## src/rtl/arith_pkg.sv

```systemverilog
// Shared arithmetic-unit definitions.
// Provides the serial FSM state type, the slice width, the default
// datapath width and a helper for sizing the slice index counter.
package arith_pkg;

  localparam int SLICE_W       = 8;
  localparam int DEFAULT_WIDTH = 32;

  typedef enum logic [1:0] {
    IDLE = 2'd0,
    CALC = 2'd1,
    DONE = 2'd2
  } state_t;

  // Width of a counter addressing n slices; never narrower than one bit.
  function automatic int idx_width(input int n);
    return (n > 1) ? $clog2(n) : 1;
  endfunction

endpackage

```

## src/rtl/subtractor_32bit_serial_if.sv

```systemverilog
// Operand/result handshake bundle for the serial subtractor.
// Signals:
//   in_valid/in_ready   operand handshake (producer -> subtractor)
//   a, b                minuend and subtrahend
//   out_valid/out_ready result handshake (subtractor -> consumer)
//   diff, borrow_out    a - b modulo 2^WIDTH and unsigned borrow
// Modports: master = producer/consumer side, slave = subtractor side.
interface subtractor_32bit_serial_if
  import arith_pkg::*;
#(
  parameter int WIDTH = DEFAULT_WIDTH
);

  logic             in_valid;
  logic             in_ready;
  logic [WIDTH-1:0] a;
  logic [WIDTH-1:0] b;
  logic             out_valid;
  logic             out_ready;
  logic [WIDTH-1:0] diff;
  logic             borrow_out;

  modport master (
    output in_valid, a, b, out_ready,
    input  in_ready, out_valid, diff, borrow_out
  );

  modport slave (
    input  in_valid, a, b, out_ready,
    output in_ready, out_valid, diff, borrow_out
  );

endinterface

```

## src/rtl/subtractor_8bit.sv

```systemverilog
// Combinational subtract slice: {borrow_out, diff} = a - b - borrow_in.
// Ports:
//   a, b        slice operands (W bits, unsigned)
//   borrow_in   borrow from the next-lower slice
//   diff        slice difference
//   borrow_out  borrow into the next-higher slice
module subtractor_8bit
  import arith_pkg::*;
#(
  parameter int W = SLICE_W
) (
  input  logic [W-1:0] a,
  input  logic [W-1:0] b,
  input  logic         borrow_in,
  output logic [W-1:0] diff,
  output logic         borrow_out
);

  // Extended by one bit so the wrap-around lands in the borrow position.
  always_comb begin
    {borrow_out, diff} = {1'b0, a} - {1'b0, b} - {{W{1'b0}}, borrow_in};
  end

endmodule

```

## src/rtl/subtractor_32bit_serial.sv

```systemverilog
// Byte-serial unsigned subtractor: diff = a - b, borrow_out = (a < b).
// One subtract slice is reused over NSLICE cycles, LSB slice first.
// Ports:
//   clk    rising-edge clock
//   rst_n  asynchronous active-low reset
//   bus    handshake bundle (slave side): in_valid/in_ready, a, b,
//          out_valid/out_ready, diff, borrow_out
// Flow: IDLE accepts operands, CALC runs NSLICE slice steps, DONE holds
// the result until out_ready. Operands are never accepted outside IDLE.
module subtractor_32bit_serial
  import arith_pkg::*;
#(
  parameter int WIDTH = DEFAULT_WIDTH,
  parameter int SLICE = SLICE_W
) (
  input logic                     clk,
  input logic                     rst_n,
  subtractor_32bit_serial_if.slave bus
);

  localparam int NSLICE = WIDTH / SLICE;
  localparam int IDXW   = idx_width(NSLICE);
  localparam logic [IDXW-1:0] LAST_IDX = IDXW'(NSLICE - 1);

  state_t           r_state;
  logic [IDXW-1:0]  r_idx;
  logic [WIDTH-1:0] r_a;
  logic [WIDTH-1:0] r_b;
  logic [WIDTH-1:0] r_diff;
  logic             r_borrow;
  logic             r_borrow_out;

  logic [SLICE-1:0] w_a_slice;
  logic [SLICE-1:0] w_b_slice;
  logic [SLICE-1:0] w_d_slice;
  logic             w_bo;

  assign w_a_slice = r_a[r_idx*SLICE +: SLICE];
  assign w_b_slice = r_b[r_idx*SLICE +: SLICE];

  subtractor_8bit #(
    .W (SLICE)
  ) u_slice (
    .a          (w_a_slice),
    .b          (w_b_slice),
    .borrow_in  (r_borrow),
    .diff       (w_d_slice),
    .borrow_out (w_bo)
  );

  always_ff @(posedge clk or negedge rst_n) begin
    if (!rst_n) begin
      r_state      <= IDLE;
      r_idx        <= '0;
      r_a          <= '0;
      r_b          <= '0;
      r_diff       <= '0;
      r_borrow     <= 1'b0;
      r_borrow_out <= 1'b0;
    end else begin
      case (r_state)
        IDLE: begin
          if (bus.in_valid) begin
            r_a          <= bus.a;
            r_b          <= bus.b;
            r_idx        <= '0;
            r_borrow     <= 1'b0;
            r_diff       <= '0;
            r_borrow_out <= 1'b0;
            r_state      <= CALC;
          end
        end
        CALC: begin
          r_diff[r_idx*SLICE +: SLICE] <= w_d_slice;
          r_borrow                     <= w_bo;
          if (r_idx == LAST_IDX) begin
            // Final slice: its borrow is the borrow of the whole word.
            r_borrow_out <= w_bo;
            r_idx        <= '0;
            r_state      <= DONE;
          end else begin
            r_idx <= r_idx + IDXW'(1);
          end
        end
        DONE: begin
          if (bus.out_ready) begin
            r_state <= IDLE;
          end
        end
        default: r_state <= IDLE;
      endcase
    end
  end

  assign bus.in_ready   = (r_state == IDLE);
  assign bus.out_valid  = (r_state == DONE);
  assign bus.diff       = r_diff;
  assign bus.borrow_out = r_borrow_out;

endmodule

```

## src/flat_wrapper.sv

```systemverilog
// flat-port wrapper written by rule: the top's interface ports become plain ports
module subtractor_32bit_serial_flat import arith_pkg::*;
#(
  parameter int WIDTH = DEFAULT_WIDTH,
  parameter int SLICE = SLICE_W
)
  (clk, rst_n, bus_in_valid, bus_a, bus_b, bus_out_ready, bus_in_ready, bus_out_valid, bus_diff, bus_borrow_out);
  subtractor_32bit_serial_if #(.WIDTH(WIDTH)) bus_i ();
  input logic clk;
  input logic rst_n;
  input wire logic [$bits(bus_i.in_valid)-1:0] bus_in_valid;
  input wire logic [$bits(bus_i.a)-1:0] bus_a;
  input wire logic [$bits(bus_i.b)-1:0] bus_b;
  input wire logic [$bits(bus_i.out_ready)-1:0] bus_out_ready;
  output wire logic [$bits(bus_i.in_ready)-1:0] bus_in_ready;
  output wire logic [$bits(bus_i.out_valid)-1:0] bus_out_valid;
  output wire logic [$bits(bus_i.diff)-1:0] bus_diff;
  output wire logic [$bits(bus_i.borrow_out)-1:0] bus_borrow_out;
  assign bus_i.in_valid = bus_in_valid;
  assign bus_i.a = bus_a;
  assign bus_i.b = bus_b;
  assign bus_i.out_ready = bus_out_ready;
  assign bus_in_ready = bus_i.in_ready;
  assign bus_out_valid = bus_i.out_valid;
  assign bus_diff = bus_i.diff;
  assign bus_borrow_out = bus_i.borrow_out;
  subtractor_32bit_serial #(.WIDTH(WIDTH), .SLICE(SLICE)) u_core (.clk(clk), .rst_n(rst_n), .bus(bus_i));
endmodule
```

## config.mk

```make
export PLATFORM = sky130hd
export DESIGN_NAME = subtractor_32bit_serial_flat
export DESIGN_NICKNAME = d
export VERILOG_FILES = /design/src/rtl/arith_pkg.sv /design/src/rtl/subtractor_32bit_serial_if.sv /design/src/rtl/subtractor_8bit.sv /design/src/rtl/subtractor_32bit_serial.sv /design/src/flat_wrapper.sv
export SDC_FILE = /design/constraint.sdc
export NUM_CORES = 1
export LEC_CHECK = 0
export ABC_AREA = 1
export BUFFER_PORTS_ARGS = -buffer_cell sky130_fd_sc_hd__buf_2
export CELL_PAD_IN_SITES_DETAIL_PLACEMENT = 1
export CELL_PAD_IN_SITES_GLOBAL_PLACEMENT = 1
export CORE_ASPECT_RATIO = 0.8
export CORE_MARGIN = 4
export CORE_UTILIZATION = 40
export CTS_CLUSTER_DIAMETER = 150
export CTS_CLUSTER_SIZE = 25
export DETAILED_ROUTE_END_ITERATION = 7
export PLACE_DENSITY = 0.76
export REMOVE_ABC_BUFFERS = 1
export SYNTH_ARGS = -nofsm -noshare
export SYNTH_HDL_FRONTEND = slang
export SYNTH_SLANG_ARGS = --single-unit
```

## constraint.sdc

```tcl
create_clock -name clk -period 3.4 [get_ports clk]
set_input_delay 0.68 -clock clk [delete_from_list [all_inputs] [get_ports clk]]
set_output_delay 0.68 -clock clk [all_outputs]
set_load 0.01 [all_outputs]
```

==> results of run 1 <==
[logic make-up (layout without fill, tap and decap cells)]
logic type                 Yosys count  after routing  synth area share
AOI/OAI and AO/OA                   76             76           0.08943
xor gates and xnor gates             3              3          0.006784
buffers and inverters               78            179           0.06481
and+or+nand+nor                    344            344            0.2783
DFF                                102            102            0.5124
adders and majority gates           18             18           0.04823
[through the flow]
stage / hold WS, ns / total power, uW / util / cells / setup slack (ns)
after global routing: 0.4172 / 8528 / 0.4910 / 874 / 0.1500
after floorplan: 0.3844 / 5152 / - / 595 / -0.1659
after detailed placement: 0.4675 / 6605 / 0.4656 / 858 / 0.4290
after global placement: 0.4579 / 6442 / 0.4656 / 858 / 0.4984
after CTS: 0.3877 / 7773 / 0.4910 / 874 / 0.4027
final: 0.3579 / 7701 / 0.4910 / 874 / 0.4034
[worst max-delay path by stage]
stage | to | slack [ns] | cells after the start | from
2_1_floorplan | u_core.bus.diff[12] | -0.17 | 11 | u_core.r_idx[0]
3_3_place_gp | u_core.bus.diff[29] | 0.50 | 16 | u_core.r_idx[0]
3_5_place_dp | u_core.bus.diff[28] | 0.43 | 11 | u_core.r_idx[0]
4_1_cts | u_core.bus.diff[29] | 0.40 | 16 | u_core.r_idx[0]
5_1_grt | u_core.bus.diff[23] | 0.15 | 16 | u_core.r_idx[0]
6_report | u_core.bus.diff[28] | 0.40 | 11 | u_core.r_idx[0]
[worst max-delay path, delay by kind of cell (launching register included)]
kind | cells | cell delay, ns
AO/OA/AOI/OAI | 2 | 0.33
adder cells (fa/ha/maj) | 2 | 0.91
buffers and inverters | 1 | 0.28
flip-flops | 1 | 0.51
AND/OR/NAND/NOR | 6 | 0.85
[power by group through the flow]
stage / clock (uW) / combinational, uW / sequential (uW)
after floorplan: 0 / 3050 / 2100
after global placement: 0 / 4350 / 2090
after detailed placement: 0 / 4500 / 2110
after CTS: 1090 / 4580 / 2100
after global routing: 1150 / 5220 / 2160
final: 1080 / 4530 / 2100
[routing by layer]
metal	up-vias	share of wire	routed length (um)	track usage
met4	0	0.0051	73	0.03858
met2	101	0.47	6784	0.3467
met5	-	0	0	0
met1	2124	0.47	6743	0.2826
met3	5	0.048	692	0.04019
li1	2146	-	-	-
[cell usage in the layout, fill, tap and decap left out, types with 3 or more instances in the layout]
cell type	instances
sky130_fd_sc_hd__buf_12	3
sky130_fd_sc_hd__a21oi_1	11
sky130_fd_sc_hd__o22ai_1	8
sky130_fd_sc_hd__nand4_1	6
sky130_fd_sc_hd__o21ai_0	28
sky130_fd_sc_hd__dfrtp_1	101
sky130_fd_sc_hd__buf_4	7
sky130_fd_sc_hd__a32o_1	8
sky130_fd_sc_hd__ha_1	16
sky130_fd_sc_hd__o21ai_1	16
sky130_fd_sc_hd__nand2_1	278
sky130_fd_sc_hd__nand2_2	5
sky130_fd_sc_hd__buf_2	101
sky130_fd_sc_hd__nor2_1	24
sky130_fd_sc_hd__clkbuf_16	9
sky130_fd_sc_hd__inv_2	7
sky130_fd_sc_hd__nand3_1	23
sky130_fd_sc_hd__inv_1	45
[flip-flops by register name, summed over array words and instances, names as in the netlist]
signal,cells
u_core.bus.diff,32
u_core.r_state,2
u_core.bus.borrow_out,1
u_core.r_a,32
u_core.r_idx,2
u_core.r_borrow,1
u_core.r_b,32
[layout make-up]
cell class                      instances  area [um^2]
Timing Repair Buffer                  111        618.1
Clock inverter                          5        56.30
Clock buffer                           11        252.7
Multi-Input combinational cell        441         2106
Fill cell                            1525         6190
Sequential cell                       102         2554
Inverter                               52        195.2
Tap cell                              152        190.2
==> results.yml, run 1 <==
logic_synthesis:
  post-synth-top-count-cell: "sky130_fd_sc_hd__nand2_1"
  netlist_top_cells_area: "sky130_fd_sc_hd__dfrtp_1, sky130_fd_sc_hd__nand2_1, sky130_fd_sc_hd__ha_1"
  yosysTopAreaCell: "sky130_fd_sc_hd__dfrtp_1"
  yosys_register_bits: 102
  synth_top_area_share: 0.5124
  synth-seq-area-share: 0.5124
  synth-warning-count: 0
  synth_async_sr_flop_share: 1.000
  synthesis.instances: 621
  synth_cell_types: 32
  ys_top_cells_by_count: "sky130_fd_sc_hd__nand2_1, sky130_fd_sc_hd__dfrtp_1, sky130_fd_sc_hd__inv_1"
  synth.cell_area_mm2: 0.004981
  synth-edff-count: 0
  syn_area_per_cell_um2: 8.021
  synth_flop_cell: "sky130_fd_sc_hd__dfrtp_1"
setup_path:
  critical_path.endpoint_type: "flop"
  critical_path.reg2reg.startpoint: "u_core.r_idx[0]"
  worst_r2r_path_depth: 11
  critPathMaxStageDelay_ns: 0.51
  crit_type: "flop to flop"
  r2r_path_end: "u_core.bus.diff[28]"
  setup.worst_path.start_class: "flop"
  crit_path_top_delay_cell: "sky130_fd_sc_hd__dfrtp_2"
  cp.required_ns: 3.63
  worst_path_most_repeated_cell: "sky130_fd_sc_hd__nand2_1"
  worstPathArrival_ns: 3.23
  reg2reg_setup_slack_ns: 0.40
  path_cells: "inv_2 -> nand2_1 -> a32o_1 -> fa_1 -> fa_1 -> or2_1 -> nand2_1 -> nand2_1 -> or2_1 -> nand4_1 -> o21ai_1"
  cp_max_fo: 17
power:
  peakVddDrop_uv: 562.0
  power_density_mw_per_mm2: 1290
  share_seq_of_total_power: 0.272
  power_switching_share: 0.4883
  power.share.combinational: 0.588
  total_leakage_power_uw: 0.003265
  internal-power_uw: 3941
  net-switching-power_uw: 3760
  power_frac_clock: 0.140
cts:
  clk_root_buffer_cell: "sky130_fd_sc_hd__clkbuf_16"
  cts_made_buffers: 9
  clock_sinks: 102
  ctsHtreeMaxLevel: 3
  clock_pin_slew_worst_setup_and_hold_paths_ns: 0.07
  clkLatencyLatePin_ns: 0.35
  clock_path_buffers: 2
  cts_setup_buffers: 0
  cts.hold.buffers_added: 0
  clock_tree_from_tritoncts: "yes"
  cts_resized: 0
place:
  numPortBuffers: 102
  detailedPlacementHpwl_um: 10500
  gp_congestion: 0.7991
  dpl_cell_area_mm2: 0.005663
detailed_routing:
  via_count: 4376
  antenna_left: 0
  wl_um: 14290
  route.detailed.drc: 0
  avgRoutedWirePerCell_um: 16.35
  iteration_count_of_the_initial_detailed_routing_pass: 4
  vias_per_cell: 5.007
  detailedRoute.firstIterationViolations: 216
final_layout:
  areaGrowthSynthToFinish_pct: 19.89
  antenna_cells: 0
  design_area_mm2: 0.005972
  finish.net_count: 803
  post_route_cells_drive_above_1_share: 0.2036
hold_path:
  min_path_type: "input pin to async pin"
timing:
  fin_crit_ns: 2.997
  fmax_mhz: 333.7
  clock_skew_ns: 0.008606
  finalSetupViolations: 0
  setup_repair_after_global_routing_missed_its_margin: "no"
  final_worst_path_period_share: 0.8814
  worst_slew_margin_relative_to_its_limit: 0.5558
  fin_setup_tns_ns: 0
  worstMarginPinSlew_ns: 0.6663
  final_hold_viol_count: 0
  finalMaxSlewViolations: 0
floorplan:
  floorplan.initialDensity: 0.4096
  top_level_ports: 103
  die_x_um: 132.8
  die_area_mm2: 0.01431
  rows: 36
  die_span_y_um: 107.8
  core_mm2: 0.01216
grt:
  track_usage: 0.2065
  global_route_wire_length_before_repair_um: 23830
  grt_pass1_vias: 4817
  antenna_found_initial: 0
  grt-ovfl-total: 0
  grt_start_max_net_pins: 54
flow_run:
  timing.max_cap.violations: 0
run_status:
  status: "completed"
Power figures use the tool's default switching activity.
==> inputs of run 2 (changes only) <==
==> constraint.sdc (replaced) <==
create_clock -name clk -period 3.8 [get_ports clk]
set_input_delay 0.76 -clock clk [delete_from_list [all_inputs] [get_ports clk]]
set_output_delay 0.76 -clock clk [all_outputs]
set_load 0.01 [all_outputs]
==> run 2 against run 1 <==
  * Clock-buffer cell count shrank 1
  * Hold slack gained 0.12 ns
  * Highest routed layer unchanged
  * Total power shrank 10%
  * Largest power group unchanged
  * Largest cell class unchanged
==> results.yml, run 2 (same netlist as run 1, synthesis figures left out) <==
detailed_routing:
  antenna_left: 0
  via_count: 4367
  avgRoutedWirePerCell_um: 16.06
  iteration_count_of_the_initial_detailed_routing_pass: 4
  vias_per_cell: 5.008
  wl_um: 14010
  route.detailed.drc: 0
  detailedRoute.firstIterationViolations: 206
power:
  share_seq_of_total_power: 0.264
  internal-power_uw: 3599
  peakVddDrop_uv: 467.9
  net-switching-power_uw: 3332
  power_density_mw_per_mm2: 1163
  power_frac_clock: 0.154
  power_switching_share: 0.4807
  power.share.combinational: 0.581
  total_leakage_power_uw: 0.003263
place:
  detailedPlacementHpwl_um: 10100
  numPortBuffers: 102
  dpl_cell_area_mm2: 0.005610
  gp_congestion: 0.7872
cts:
  clk_root_buffer_cell: "sky130_fd_sc_hd__clkbuf_16"
  clock_tree_from_tritoncts: "yes"
  ctsHtreeMaxLevel: 3
  cts.hold.buffers_added: 0
  cts_resized: 0
  clkLatencyLatePin_ns: 0.35
  cts_setup_buffers: 0
  clock_sinks: 102
  clock_path_buffers: 2
  clock_pin_slew_worst_setup_and_hold_paths_ns: 0.07
  cts_made_buffers: 9
timing:
  fmax_mhz: 322.5
  fin_setup_tns_ns: 0
  final_worst_path_period_share: 0.8159
  final_hold_viol_count: 0
  clock_skew_ns: 0.008536
  finalSetupViolations: 0
  fin_crit_ns: 3.100
  worstMarginPinSlew_ns: 1.022
  setup_repair_after_global_routing_missed_its_margin: "no"
  worst_slew_margin_relative_to_its_limit: 0.3186
  finalMaxSlewViolations: 0
setup_path:
  cp_max_fo: 49
  setup.worst_path.start_class: "flop"
  critical_path.endpoint_type: "flop"
  critical_path.reg2reg.startpoint: "u_core.r_idx[0]"
  cp.required_ns: 4.01
  setup_crit_start: "u_core.r_idx[0]"
  crit_type: "flop to flop"
  worstPathArrival_ns: 3.31
final_layout:
  areaGrowthSynthToFinish_pct: 19.62
  most_used_cells_in_the_layout_excluding_fill_and_tap_cells: "sky130_fd_sc_hd__nand2_1, sky130_fd_sc_hd__buf_2, sky130_fd_sc_hd__dfrtp_1, sky130_fd_sc_hd__inv_1, sky130_fd_sc_hd__o21ai_0"
  fillerInstances: 1517
  finish.net_count: 801
  antenna_cells: 0
  final_common_cell: "sky130_fd_sc_hd__nand2_1"
  finalCoreUtilization: 0.4899
  design_area_mm2: 0.005958
  post_route_cells_drive_above_1_share: 0.2014
floorplan:
  die_span_y_um: 107.8
  top_level_ports: 103
  die_area_mm2: 0.01431
  floorplan.initialDensity: 0.4096
  rows: 36
  core_mm2: 0.01216
  die_x_um: 132.8
grt:
  grt-ovfl-total: 0
  grt_start_max_net_pins: 80
  grt_pass1_vias: 4610
  global_route_wire_length_before_repair_um: 23520
  track_usage: 0.2063
  antenna_found_initial: 0
flow_run:
  timing.max_cap.violations: 0
run_status:
  status: "completed"
hold_path:
  timing.hold.worst.start: "u_core.r_b[21]"
  min_path_type: "flop to flop"
-- run 2: cell types whose count changed in the layout (fill, tap and decap cells not counted), sizes merged --
| cell | change |
|---|---|
| inv | -1 |
| clkinv | +1 |
| bufinv | +2 |
| clkbuf | -1 |
| clkinvlp | -1 |
| buf | -2 |
-- run 2: area by class of cell --
type | count | area, um^2 | share of cell area
inverters | 52 | 195.2 | 0.03276
well taps | 152 | 190.2 | 0.03192
flip-flops and latches | 102 | 2554 | 0.4286
repair buffers | 109 | 565.5 | 0.09492
clock inverters | 6 | 108.9 | 0.01827
multi-input cells | 441 | 2106 | 0.3534
clock buffers | 10 | 239.0 | 0.04011
-- run 2: path summary, 6_finish.rpt --
check                      cells after the start  slack (ns)                   to
max in group asynchronous                      2        2.30        u_core.r_b[0]
max                                           11        0.70  u_core.bus.diff[20]
min in group asynchronous                      1        0.57  u_core.bus.diff[16]
min                                            2        0.48       u_core.r_b[21]
min reg2reg                                    2        0.48       u_core.r_b[21]
max reg2reg                                   11        0.70  u_core.bus.diff[20]
-- run 2: critical path: stages (launching register included) --
cell and delay, ns:
sky130_fd_sc_hd__dfrtp_2 0.37, sky130_fd_sc_hd__buf_4 0.47, sky130_fd_sc_hd__nand2_1 0.10, sky130_fd_sc_hd__a32o_1 0.30, sky130_fd_sc_hd__fa_1 0.44, sky130_fd_sc_hd__fa_1 0.46
sky130_fd_sc_hd__or2_1 0.27, sky130_fd_sc_hd__nand2_1 0.07, sky130_fd_sc_hd__nand2_1 0.08, sky130_fd_sc_hd__or2_1 0.25, sky130_fd_sc_hd__nand4_1 0.08, sky130_fd_sc_hd__o21ai_0 0.09
-- run 2: power groups by stage --
stage / registers [uW] / logic, uW / clock network, uW
6_report: 1830 / 4030 / 1070
5_1_grt: 1890 / 4620 / 1150
4_1_cts: 1830 / 4080 / 1090
3_5_place_dp: 1840 / 4040 / 0
3_3_place_gp: 1830 / 3890 / 0
2_1_floorplan: 1880 / 2730 / 0
-- run 2: metrics by stage --
stage / worst slack [ns] / hold WS (ns) / power, uW / cells
6_report: 0.6996 / 0.4805 / 6930 / 872
3_5_place_dp: 0.7322 / 0.4629 / 5880 / 856
3_3_place_gp: 0.8042 / 0.4588 / 5722 / 856
5_1_grt: 0.5029 / 0.4993 / 7662 / 872
4_1_cts: 0.6916 / 0.4822 / 6998 / 872
2_1_floorplan: 0.2341 / 0.4436 / 4609 / 595
-- run 2: metal layers --
layer,vias up,global-route usage,part of all wire
li1,2144,-,-
met1,2111,0.2869,0.49
met2,97,0.3288,0.46
met3,15,0.04346,0.044
met4,0,0.05712,0.011
met5,-,0,0
